--- src/rtl/traffic_pkg.sv ---
// Shared lamp encodings, fault_code bit positions and monitor state enum.
package traffic_pkg;

  localparam logic [2:0] LampGreen  = 3'b001;
  localparam logic [2:0] LampYellow = 3'b010;
  localparam logic [2:0] LampRed    = 3'b100;
  localparam logic [2:0] LampDark   = 3'b000;

  localparam int unsigned FcIllegal  = 0;
  localparam int unsigned FcConflict = 1;
  localparam int unsigned FcTimeout  = 2;

  typedef enum logic [1:0] {
    StInit  = 2'b00,
    StPass  = 2'b01,
    StFault = 2'b10
  } mon_state_e;

  function automatic logic lamp_legal(input logic [2:0] code);
    return (code == LampGreen) || (code == LampYellow) || (code == LampRed);
  endfunction

endpackage

--- src/rtl/traffic_light_conflict_monitor_if.sv ---
// Controller commands in, monitored lamp drive and status out.
interface traffic_light_conflict_monitor_if;

  logic [2:0] road_a;
  logic [2:0] road_b;
  logic [2:0] road_c;
  logic       clear_fault;
  logic [2:0] lamp_a;
  logic [2:0] lamp_b;
  logic [2:0] lamp_c;
  logic       fault;
  logic [2:0] fault_code;
  logic [1:0] mon_state;

  modport master (
    output road_a, road_b, road_c, clear_fault,
    input  lamp_a, lamp_b, lamp_c, fault, fault_code, mon_state
  );

  modport slave (
    input  road_a, road_b, road_c, clear_fault,
    output lamp_a, lamp_b, lamp_c, fault, fault_code, mon_state
  );

endinterface

--- src/rtl/go_timeout_counter.sv ---
// Per-road count of consecutive non-red cycles, saturating at MAX_GO_CYCLES.
module go_timeout_counter #(
  parameter int unsigned MAX_GO_CYCLES = 40
) (
  input  logic clk,
  input  logic rst,
  input  logic active,   // monitor in PASS and staying there this cycle
  input  logic nonred,
  output logic at_max
);

  localparam int unsigned CntW = $clog2(MAX_GO_CYCLES + 1);

  logic [CntW-1:0] cnt_q, cnt_d;

  assign at_max = (cnt_q == CntW'(MAX_GO_CYCLES));

  // Count while non-red, clear on red or whenever the monitor is not passing.
  always_comb begin
    cnt_d = '0;
    if (active && nonred) begin
      cnt_d = at_max ? cnt_q : cnt_q + 1'b1;
    end
  end

  // Counter register.
  always_ff @(posedge clk) begin
    if (rst) cnt_q <= '0;
    else     cnt_q <= cnt_d;
  end

endmodule

--- src/rtl/traffic_light_conflict_monitor.sv ---
// Safety monitor between a traffic controller and three roads' lamps.
module traffic_light_conflict_monitor
  import traffic_pkg::*;
#(
  parameter int unsigned STARTUP_CYCLES = 8,
  parameter int unsigned MAX_GO_CYCLES  = 40,
  parameter int unsigned FLASH_HALF     = 4
) (
  input  logic                             clk,
  input  logic                             rst,
  traffic_light_conflict_monitor_if.slave  bus
);

  localparam int unsigned StartW = $clog2(STARTUP_CYCLES + 1);
  localparam int unsigned FlashW = $clog2(FLASH_HALF + 1);

  mon_state_e        state_q, state_d;
  logic [2:0]        lamp_a_q, lamp_a_d, lamp_b_q, lamp_b_d, lamp_c_q, lamp_c_d;
  logic [2:0]        fault_code_q, fault_code_d;
  logic [StartW-1:0] startup_q, startup_d;
  logic [FlashW-1:0] flash_cnt_q, flash_cnt_d;
  logic              flash_dark_q, flash_dark_d;

  logic       nonred_a, nonred_b, nonred_c;
  logic       max_a, max_b, max_c;
  logic [2:0] fail_code;
  logic       any_fail;
  logic       go_active;

  assign nonred_a  = (bus.road_a != LampRed);
  assign nonred_b  = (bus.road_b != LampRed);
  assign nonred_c  = (bus.road_c != LampRed);
  assign go_active = (state_q == StPass) && !any_fail;

  go_timeout_counter #(.MAX_GO_CYCLES(MAX_GO_CYCLES)) u_go_a (
    .clk(clk), .rst(rst), .active(go_active), .nonred(nonred_a), .at_max(max_a)
  );
  go_timeout_counter #(.MAX_GO_CYCLES(MAX_GO_CYCLES)) u_go_b (
    .clk(clk), .rst(rst), .active(go_active), .nonred(nonred_b), .at_max(max_b)
  );
  go_timeout_counter #(.MAX_GO_CYCLES(MAX_GO_CYCLES)) u_go_c (
    .clk(clk), .rst(rst), .active(go_active), .nonred(nonred_c), .at_max(max_c)
  );

  // Safety checks on the current inputs; only acted on in PASS.
  always_comb begin
    fail_code = '0;
    fail_code[FcIllegal]  = !lamp_legal(bus.road_a) || !lamp_legal(bus.road_b) ||
                            !lamp_legal(bus.road_c);
    fail_code[FcConflict] = (nonred_a && nonred_b) || (nonred_a && nonred_c) ||
                            (nonred_b && nonred_c);
    fail_code[FcTimeout]  = (nonred_a && max_a) || (nonred_b && max_b) || (nonred_c && max_c);
    any_fail = |fail_code;
  end

  // Next-state, lamp and fault-code logic; lamps default to all red.
  always_comb begin
    state_d      = state_q;
    lamp_a_d     = LampRed;
    lamp_b_d     = LampRed;
    lamp_c_d     = LampRed;
    fault_code_d = fault_code_q;
    startup_d    = '0;
    flash_cnt_d  = '0;
    flash_dark_d = 1'b0;
    case (state_q)
      StInit: begin
        fault_code_d = '0;
        if (startup_q == StartW'(STARTUP_CYCLES - 1)) state_d = StPass;
        else                                          startup_d = startup_q + 1'b1;
      end
      StPass: begin
        if (any_fail) begin
          // Offending pattern is blocked; flashing starts on the red half.
          state_d      = StFault;
          fault_code_d = fail_code;
        end else begin
          lamp_a_d = bus.road_a;
          lamp_b_d = bus.road_b;
          lamp_c_d = bus.road_c;
        end
      end
      StFault: begin
        if (bus.clear_fault && !nonred_a && !nonred_b && !nonred_c) begin
          state_d      = StInit;
          fault_code_d = '0;
        end else begin
          if (flash_cnt_q == FlashW'(FLASH_HALF - 1)) begin
            flash_dark_d = !flash_dark_q;
          end else begin
            flash_cnt_d  = flash_cnt_q + 1'b1;
            flash_dark_d = flash_dark_q;
          end
          if (flash_dark_d) begin
            lamp_a_d = LampDark;
            lamp_b_d = LampDark;
            lamp_c_d = LampDark;
          end
        end
      end
      default: begin
        state_d      = StInit;
        fault_code_d = '0;
      end
    endcase
  end

  // State and output registers with synchronous reset.
  always_ff @(posedge clk) begin
    if (rst) begin
      state_q      <= StInit;
      lamp_a_q     <= LampRed;
      lamp_b_q     <= LampRed;
      lamp_c_q     <= LampRed;
      fault_code_q <= '0;
      startup_q    <= '0;
      flash_cnt_q  <= '0;
      flash_dark_q <= 1'b0;
    end else begin
      state_q      <= state_d;
      lamp_a_q     <= lamp_a_d;
      lamp_b_q     <= lamp_b_d;
      lamp_c_q     <= lamp_c_d;
      fault_code_q <= fault_code_d;
      startup_q    <= startup_d;
      flash_cnt_q  <= flash_cnt_d;
      flash_dark_q <= flash_dark_d;
    end
  end

  assign bus.lamp_a     = lamp_a_q;
  assign bus.lamp_b     = lamp_b_q;
  assign bus.lamp_c     = lamp_c_q;
  assign bus.fault      = (state_q == StFault);
  assign bus.fault_code = fault_code_q;
  assign bus.mon_state  = state_q;

endmodule

--- src/flat_wrapper.sv ---
// flat-port wrapper written by rule: the top's interface ports become plain ports
module traffic_light_conflict_monitor_flat import traffic_pkg::*;
#(
  parameter int unsigned STARTUP_CYCLES = 8,
  parameter int unsigned MAX_GO_CYCLES  = 40,
  parameter int unsigned FLASH_HALF     = 4
)
  (clk, rst, bus_road_a, bus_road_b, bus_road_c, bus_clear_fault, bus_lamp_a, bus_lamp_b, bus_lamp_c, bus_fault, bus_fault_code, bus_mon_state);
  traffic_light_conflict_monitor_if bus_i ();
  input  logic clk;
  input  logic rst;
  input wire logic [$bits(bus_i.road_a)-1:0] bus_road_a;
  input wire logic [$bits(bus_i.road_b)-1:0] bus_road_b;
  input wire logic [$bits(bus_i.road_c)-1:0] bus_road_c;
  input wire logic [$bits(bus_i.clear_fault)-1:0] bus_clear_fault;
  output wire logic [$bits(bus_i.lamp_a)-1:0] bus_lamp_a;
  output wire logic [$bits(bus_i.lamp_b)-1:0] bus_lamp_b;
  output wire logic [$bits(bus_i.lamp_c)-1:0] bus_lamp_c;
  output wire logic [$bits(bus_i.fault)-1:0] bus_fault;
  output wire logic [$bits(bus_i.fault_code)-1:0] bus_fault_code;
  output wire logic [$bits(bus_i.mon_state)-1:0] bus_mon_state;
  assign bus_i.road_a = bus_road_a;
  assign bus_i.road_b = bus_road_b;
  assign bus_i.road_c = bus_road_c;
  assign bus_i.clear_fault = bus_clear_fault;
  assign bus_lamp_a = bus_i.lamp_a;
  assign bus_lamp_b = bus_i.lamp_b;
  assign bus_lamp_c = bus_i.lamp_c;
  assign bus_fault = bus_i.fault;
  assign bus_fault_code = bus_i.fault_code;
  assign bus_mon_state = bus_i.mon_state;
  traffic_light_conflict_monitor #(.STARTUP_CYCLES(STARTUP_CYCLES), .MAX_GO_CYCLES(MAX_GO_CYCLES), .FLASH_HALF(FLASH_HALF)) u_core (.clk(clk), .rst(rst), .bus(bus_i));
endmodule
--- config.mk ---
export PLATFORM = sky130hd
export DESIGN_NAME = traffic_light_conflict_monitor_flat
export DESIGN_NICKNAME = d
export VERILOG_FILES = /design/src/rtl/traffic_pkg.sv /design/src/rtl/traffic_light_conflict_monitor_if.sv /design/src/rtl/go_timeout_counter.sv /design/src/rtl/traffic_light_conflict_monitor.sv /design/src/flat_wrapper.sv
export SDC_FILE = /design/constraint.sdc
export NUM_CORES = 1
export LEC_CHECK = 0
export ABC_AREA = 1
export BUFFER_PORTS_ARGS = -buffer_cell sky130_fd_sc_hd__buf_2
export CORE_MARGIN = 2
export CORE_UTILIZATION = 30
export CTS_CLUSTER_SIZE = 14
export DETAILED_ROUTE_END_ITERATION = 12
export GPL_ROUTABILITY_DRIVEN = 0
export PLACE_DENSITY = 0.47
export SYNTH_ARGS = -nofsm -noshare
export SYNTH_HDL_FRONTEND = slang
export SYNTH_SLANG_ARGS = --single-unit
--- constraint.sdc ---
create_clock -name clk -period 1.9 [get_ports clk]
set_clock_uncertainty 0.15 [all_clocks]
set_input_delay 0.19 -clock clk [delete_from_list [all_inputs] [get_ports clk]]
set_output_delay 0.19 -clock clk [all_outputs]
set_load 0.02 [all_outputs]
; ---- Yosys cells after proc, flatten, opt, wreduce, memory -nomap -nowiden
; Index checks and enable logic that the tools add are counted.
; Widths: inputs -> output; s select.
[classes]
reduce_logical = 43
shift = 0
n_bitwise = 5
muxes = 18
mul = 0
add_sub_neg = 5
n_eq_ne = 22
n_lt_le_gt_ge = 0
div = 0
[ops]
columns = cell, n
row1 = $pmux 3 s2, 4
row2 = $mux 3, 7
row3 = $add 6x1->6 const B, 3
row4 = $eq 6x6->1 const B, 3
row5 = $logic_and 1x1->1, 13
row6 = $eq 3x2->1 const B, 4
row7 = $logic_or 1x1->1, 12
row8 = $eq 3x1->1 const B, 3
row9 = $eq 3x3->1 const B, 3
row10 = $ne 3x3->1 const B, 3
row11 = $reduce_or 3->1, 3
row12 = $logic_not 1->1, 8
row13 = $mux 2, 3
row14 = $ne 2x1->1 const B, 3
row15 = $pmux 2 s3, 1
row16 = $reduce_or 2->1, 3
row17 = $not 1->1, 5
row18 = $add 4x1->4 const B, 1
row19 = $eq 4x3->1 const B, 1
row20 = $reduce_or 4->1, 1
row21 = $add 3x1->3 const B, 1
row22 = $mux 1, 3
row23 = $reduce_and 3->1, 1
row24 = $eq 2x1->1 const B, 1
row25 = other kinds (3), 3
[word_totals]
mem_bits_ro = 0
input_bits = 12
latch_bits = 0
ff_bits = 40
mem_count = 0
mem_bits_rw = 0

; ---- Depth between registers and ports, before layout
[logic_depth]
ltp_word = 12
depth_mapped = 12
ltp_nobuf = 12

; ---- Cells and area by module
; From an unflattened synthesis, not the netlist that was laid out.
[hier_totals]
cells_unflattened = 276
hier_area_um2 = 2088.3
[modules_own_cells]
columns = mod, seq_area_each_um2, area_each_um2, cells_per_inst, n_inst
row1 = traffic_light_conflict_monitor, 440.4, 1078.5, 132, 1
row2 = go_timeout_counter, 120.1, 336.6, 48, 3

; ---- Worst setup path after synthesis
; No wires, ideal clock.
[synth_timing]
path_kind = reg2reg
from = register u_core.u_go_a.cnt_q[0]
to = register u_core.fault_code_q[2], in the netlist u_core.bus.fault_code[2]
n_path_buf = 1
slack_ns = 0.220
setup_ns = 0.115
arrival_time_ns = 1.415
stages_incl_launch_ff = 12
path_cell_list = dfxtp_1 -> inv_1 -> ha_1 -> nand3_1 -> nor2_1 -> nand2_1 -> nand2_1 -> nor2_2 -> nand3_2 -> buf_6 -> a21oi_1 -> nor2_1
[synth_via]
elab_chain_len = 7
elab_cells_between_ends = 9
cone_classes = eq/ne: 2 / mux: 2 / reduce/logical: 5
[synth_lines]
columns = element, line
row1 = start: declaration, go_timeout_counter.sv:14  ; logic [CntW-1:0] cnt_q, cnt_d;
row2 = start signal: assignment, go_timeout_counter.sv:29  ; else cnt_q <= cnt_d;
row3 = $eq 6x6->1 (*), go_timeout_counter.sv:16  ; assign at_max = (cnt_q == CntW'(MAX_GO_CYCLES));
row4 = $logic_and 1x1->1 (*), traffic_light_conflict_monitor.sv:52  ; fail_code[FcTimeout] = (nonred_a && max_a) || (nonred_b && max_b) || (nonred_c && max_c);
row5 = $logic_or 1x1->1 (*) (2 in series), traffic_light_conflict_monitor.sv:52
row6 = $reduce_or 3->1, traffic_light_conflict_monitor.sv:53  ; any_fail = |fail_code;
row7 = $ne 2x1->1 (no line), --
row8 = $reduce_and 2->1 (no line), --
row9 = end signal: assignment, traffic_light_conflict_monitor.sv:124  ; fault_code_q <= fault_code_d;
row10 = end: declaration, traffic_light_conflict_monitor.sv:19  ; logic [2:0] fault_code_q, fault_code_d;
; Mark *: on every way between the ends. The rest lies on a longest branch, timed or not. The select of a mux whose other input is x is not followed.
; A chain may end at the register's enable or synchronous reset.

; ---- Worst setup path after layout
[layout_timing]
from = register u_core.u_go_b.cnt_q[0]
to = register u_core.u_go_b.cnt_q[0]
[layout_via]
elab_chain_len = 10
elab_cells_between_ends = 11
cone_classes = add/sub: 1 / eq/ne: 1 / bitwise: 1 / reduce/logical: 8
[layout_lines]
columns = element, line
row1 = start: declaration, go_timeout_counter.sv:14
row2 = start signal: assignment, go_timeout_counter.sv:29
row3 = $eq 6x6->1, go_timeout_counter.sv:16
row4 = $logic_and 1x1->1, traffic_light_conflict_monitor.sv:52
row5 = $logic_or 1x1->1 (2 in series), traffic_light_conflict_monitor.sv:52
row6 = $reduce_or 3->1, traffic_light_conflict_monitor.sv:53
row7 = $logic_not 1->1, traffic_light_conflict_monitor.sv:33  ; assign go_active = (state_q == StPass) && !any_fail;
row8 = $logic_and 1x1->1, traffic_light_conflict_monitor.sv:33
row9 = $logic_and 1x1->1, go_timeout_counter.sv:21  ; if (active && nonred) begin
row10 = $not 1->1 (no line), --
row11 = $reduce_or 2->1 (no line), --
; Parallel ways exist; a longest one is shown, timed or not.

==> run metrics <==
status finished clean; Routed WL 3878 µm; register area share after synthesis 42.61%; fillers 626; Final Setup Violations 0; reg2reg start u_core.u_go_b.cnt_q[0]; Area Growth Syn to Fin 24.10%; clock share of power around 30%; row count 28; Mapped Cells 245; Core Region 5991 µm²; # diodes 0; Synth Net Count 269; Sw Share between 20% and 30%; I/O Pins 27; final period utilization 93.23%; vias post-DR 1611; Comb pwr share 21.0%; flop-to-flop setup slack ~0.13 ns; Worst EP required 1.96 ns; Crit Path Max Fanout 6; Hold Vio Cnt, Final 0; FF+latch count, synth 40; crit start category flip-flop; Final nets 312; Area contributors post-synth dfxtp_1 43%, nand2_1 9.0%, ha_1 8.0%, inv_1 6.0%, nand3_1 5.9%; total grt overflow 0; first-pass GRT wire length 6403 µm; Tightest Hold Check Type primary input to flip-flop; instance area at placement 2152 µm²; hold endpoint u_core.bus.lamp_c[0]; crit end category flip-flop; worst-case reg-to-reg path depth 11; IO Port Bufs 26; Die W between 80 and 90 µm; clk buf depth 2; largest net degree at the start of global routing 12; Tightest Pin Transition 0.3380 ns; Reg area 805.8 µm²; sequential share of power 48.6%; r2r endpoint u_core.u_go_b.cnt_q[0]; # DRC 0; Leakage 0.9833 nW; largest area contributor in the netlist dfxtp_1; Int Power 1.390 mW; die area 6913 µm²; Hold Path Origin bus_road_c[0]; WP data arrival 1.83 ns; number of global-route vias before repair 1478; post-synth top area share 42.61%; Yosys cell types 23; Max-Cap Viols 0; Initial Util a little under a third; H-Tree Depth 2; dpl hpwl 3026 µm; Fmax achieved 564.6 MHz; Max Slew Vio Count 0; CTS sink count 40; GRT Util Overall 11.38%; worst vdd ir 0.5419 mV; fin util between 30% and 40%; Clk pin slew, worst setup/hold paths 0.07 ns; Mapped Avg Cell Area 7.671 µm²; area of the multi-input gates 984.7 µm²; post-DR wirelength/cell 10.68 µm; share of layout cells above drive strength 1 between 20% and 30%; Sw Pwr just under 600 µW; PwrDens 846.2 nW/µm²; most common cell after layout, fill and taps aside nand2_1; most frequent cells in the layout 44 x nand2_1, 36 x dfxtp_1, 29 x inv_1; Initial DRT Pass Iterations 4; initial antenna violation count 0; later-pin clock latency in the skew report 0.28 ns; root buffer cell clkbuf_8; height of the chip 83.15 µm; CTS Buf Count 5; DRT antenna net count 0; Iteration-0 DRC Markers 49; synthesized area 1879 µm²; Final min period between 1.5 and 2 ns; WHS Path Cells 3; Synth Warn # 0; Rel. slew slack 77.29%; Crit Path Class flip-flop to flip-flop; TritonCTS clock tree built; cell area after layout roughly 2300 µm²; DR vias/cell 4.438
==> stage by stage <==
step | TNS (ns) | hold WS, ns | worst slack [ns] | std cells | total power [mW]
2_1_floorplan | 0 | 0.1091 | 0.2196 | 245 | 1.253
3_3_place_gp | 0 | 0.2616 | 0.07051 | 353 | 1.393
3_5_place_dp | -0.0008699 | 0.2602 | -0.0008699 | 353 | 1.391
4_1_cts | 0 | 0.007050 | 0.03678 | 360 | 2.003
5_1_grt | -0.04095 | 0.01880 | -0.01616 | 363 | 2.102
6_report | 0 | 0.01928 | 0.1287 | 363 | 1.974
==> worst max path at each step <==
| stage | end | slack [ns] | startpoint |
|---|---|---|---|
| after floorplan | u_core.bus.fault_code[2] | 0.22 | u_core.u_go_a.cnt_q[0] |
| after global placement | u_core.u_go_c.cnt_q[3] | 0.07 | u_core.u_go_b.cnt_q[0] |
| after detailed placement | u_core.u_go_c.cnt_q[5] | -0.0009 | u_core.u_go_b.cnt_q[0] |
| after CTS | u_core.u_go_c.cnt_q[5] | 0.04 | u_core.u_go_b.cnt_q[0] |
| after global routing | u_core.u_go_c.cnt_q[5] | -0.02 | u_core.u_go_b.cnt_q[0] |
| final | u_core.u_go_b.cnt_q[0] | 0.13 | u_core.u_go_b.cnt_q[0] |
==> routing by layer <==
| metal | vias to the layer above | GRT usage [%] | share of wire [%] |
|---|---|---|---|
| met5 | - | 0 | 0 |
| met1 | 709 | 14.26 | 49 |
| met3 | 5 | 3.181 | 3.0 |
| met4 | 0 | 4.024 | 1.5 |
| li1 | 874 | - | - |
| met2 | 23 | 18.70 | 46 |
==> final cells by class <==
type                       instances  area share (%)
clock buffer                       7           4.131
inverter                          37           5.955
multi-input combinational        167           42.22
sequential                        40           34.55
tap                               75           4.024
timing repair buffer              37           9.120
==> power groups by stage <==
stage          Sequential [mW]  Combinational [mW]  Clock, mW
6_report                 0.960               0.414      0.600
5_1_grt                  0.971               0.465      0.667
4_1_cts                  0.961               0.413      0.628
3_5_place_dp             0.981               0.410          0
3_3_place_gp             0.981               0.412          0
2_1_floorplan             1.05               0.203          0
==> cell families after synthesis <==
logic type,after synthesis,synth area share (%)
xor+xnor,4,1.864
fa+ha+maj,12,7.989
buf+inv,38,7.990
simple gates,124,31.42
flops,40,42.61
compound gates,27,8.123
==> critical path, stage by stage, from the launching register on <==
cell	delay [ns]
dfxtp_2	0.34
inv_1	0.06
ha_1	0.20
nand3_1	0.08
nor2_2	0.05
nand2_1	0.06
nand2_2	0.07
nor2_4	0.11
nand3_4	0.11
nor2_4	0.24
nand2_4	0.11
a21oi_1	0.12
==> state kept, by name (all words and copies together) (netlist names) <==
| register | count |
|---|---|
| u_core.u_go_a.cnt_q | 6 |
| u_core.bus.mon_state | 2 |
| u_core.u_go_b.cnt_q | 6 |
| u_core.bus.fault_code | 3 |
| u_core.u_go_c.cnt_q | 6 |
| u_core.bus.lamp_c | 3 |
| u_core.bus.lamp_a | 3 |
| u_core.flash_cnt_q | 3 |
| u_core.bus.lamp_b | 3 |
| u_core.startup_q | 4 |
| u_core.flash_dark_q | 1 |
==> what timing repair did <==
action,in CTS,in global routing
hold buffers,0,0
buffers inserted,0,3
setup endpoints to repair,1,28
pin swaps,0,5
gates resized for setup,1,17
==> cell usage after synthesis <==
library cell	number
nand4_1	4
dfxtp_1	40
o211ai_1	1
nor3_2	1
nor3_1	8
nand3_1	22
nand3_2	4
nor2_2	2
ha_1	12
nor2_4	1
nor3b_1	3
nand2_2	4
or2_2	4
a21oi_1	16
a21oi_2	4
nor2_1	25
nand2_1	45
o21ai_0	6
buf_6	1
or3_1	1
inv_1	30
xor2_1	4
inv_2	7
Power figures use the tool's default switching activity.
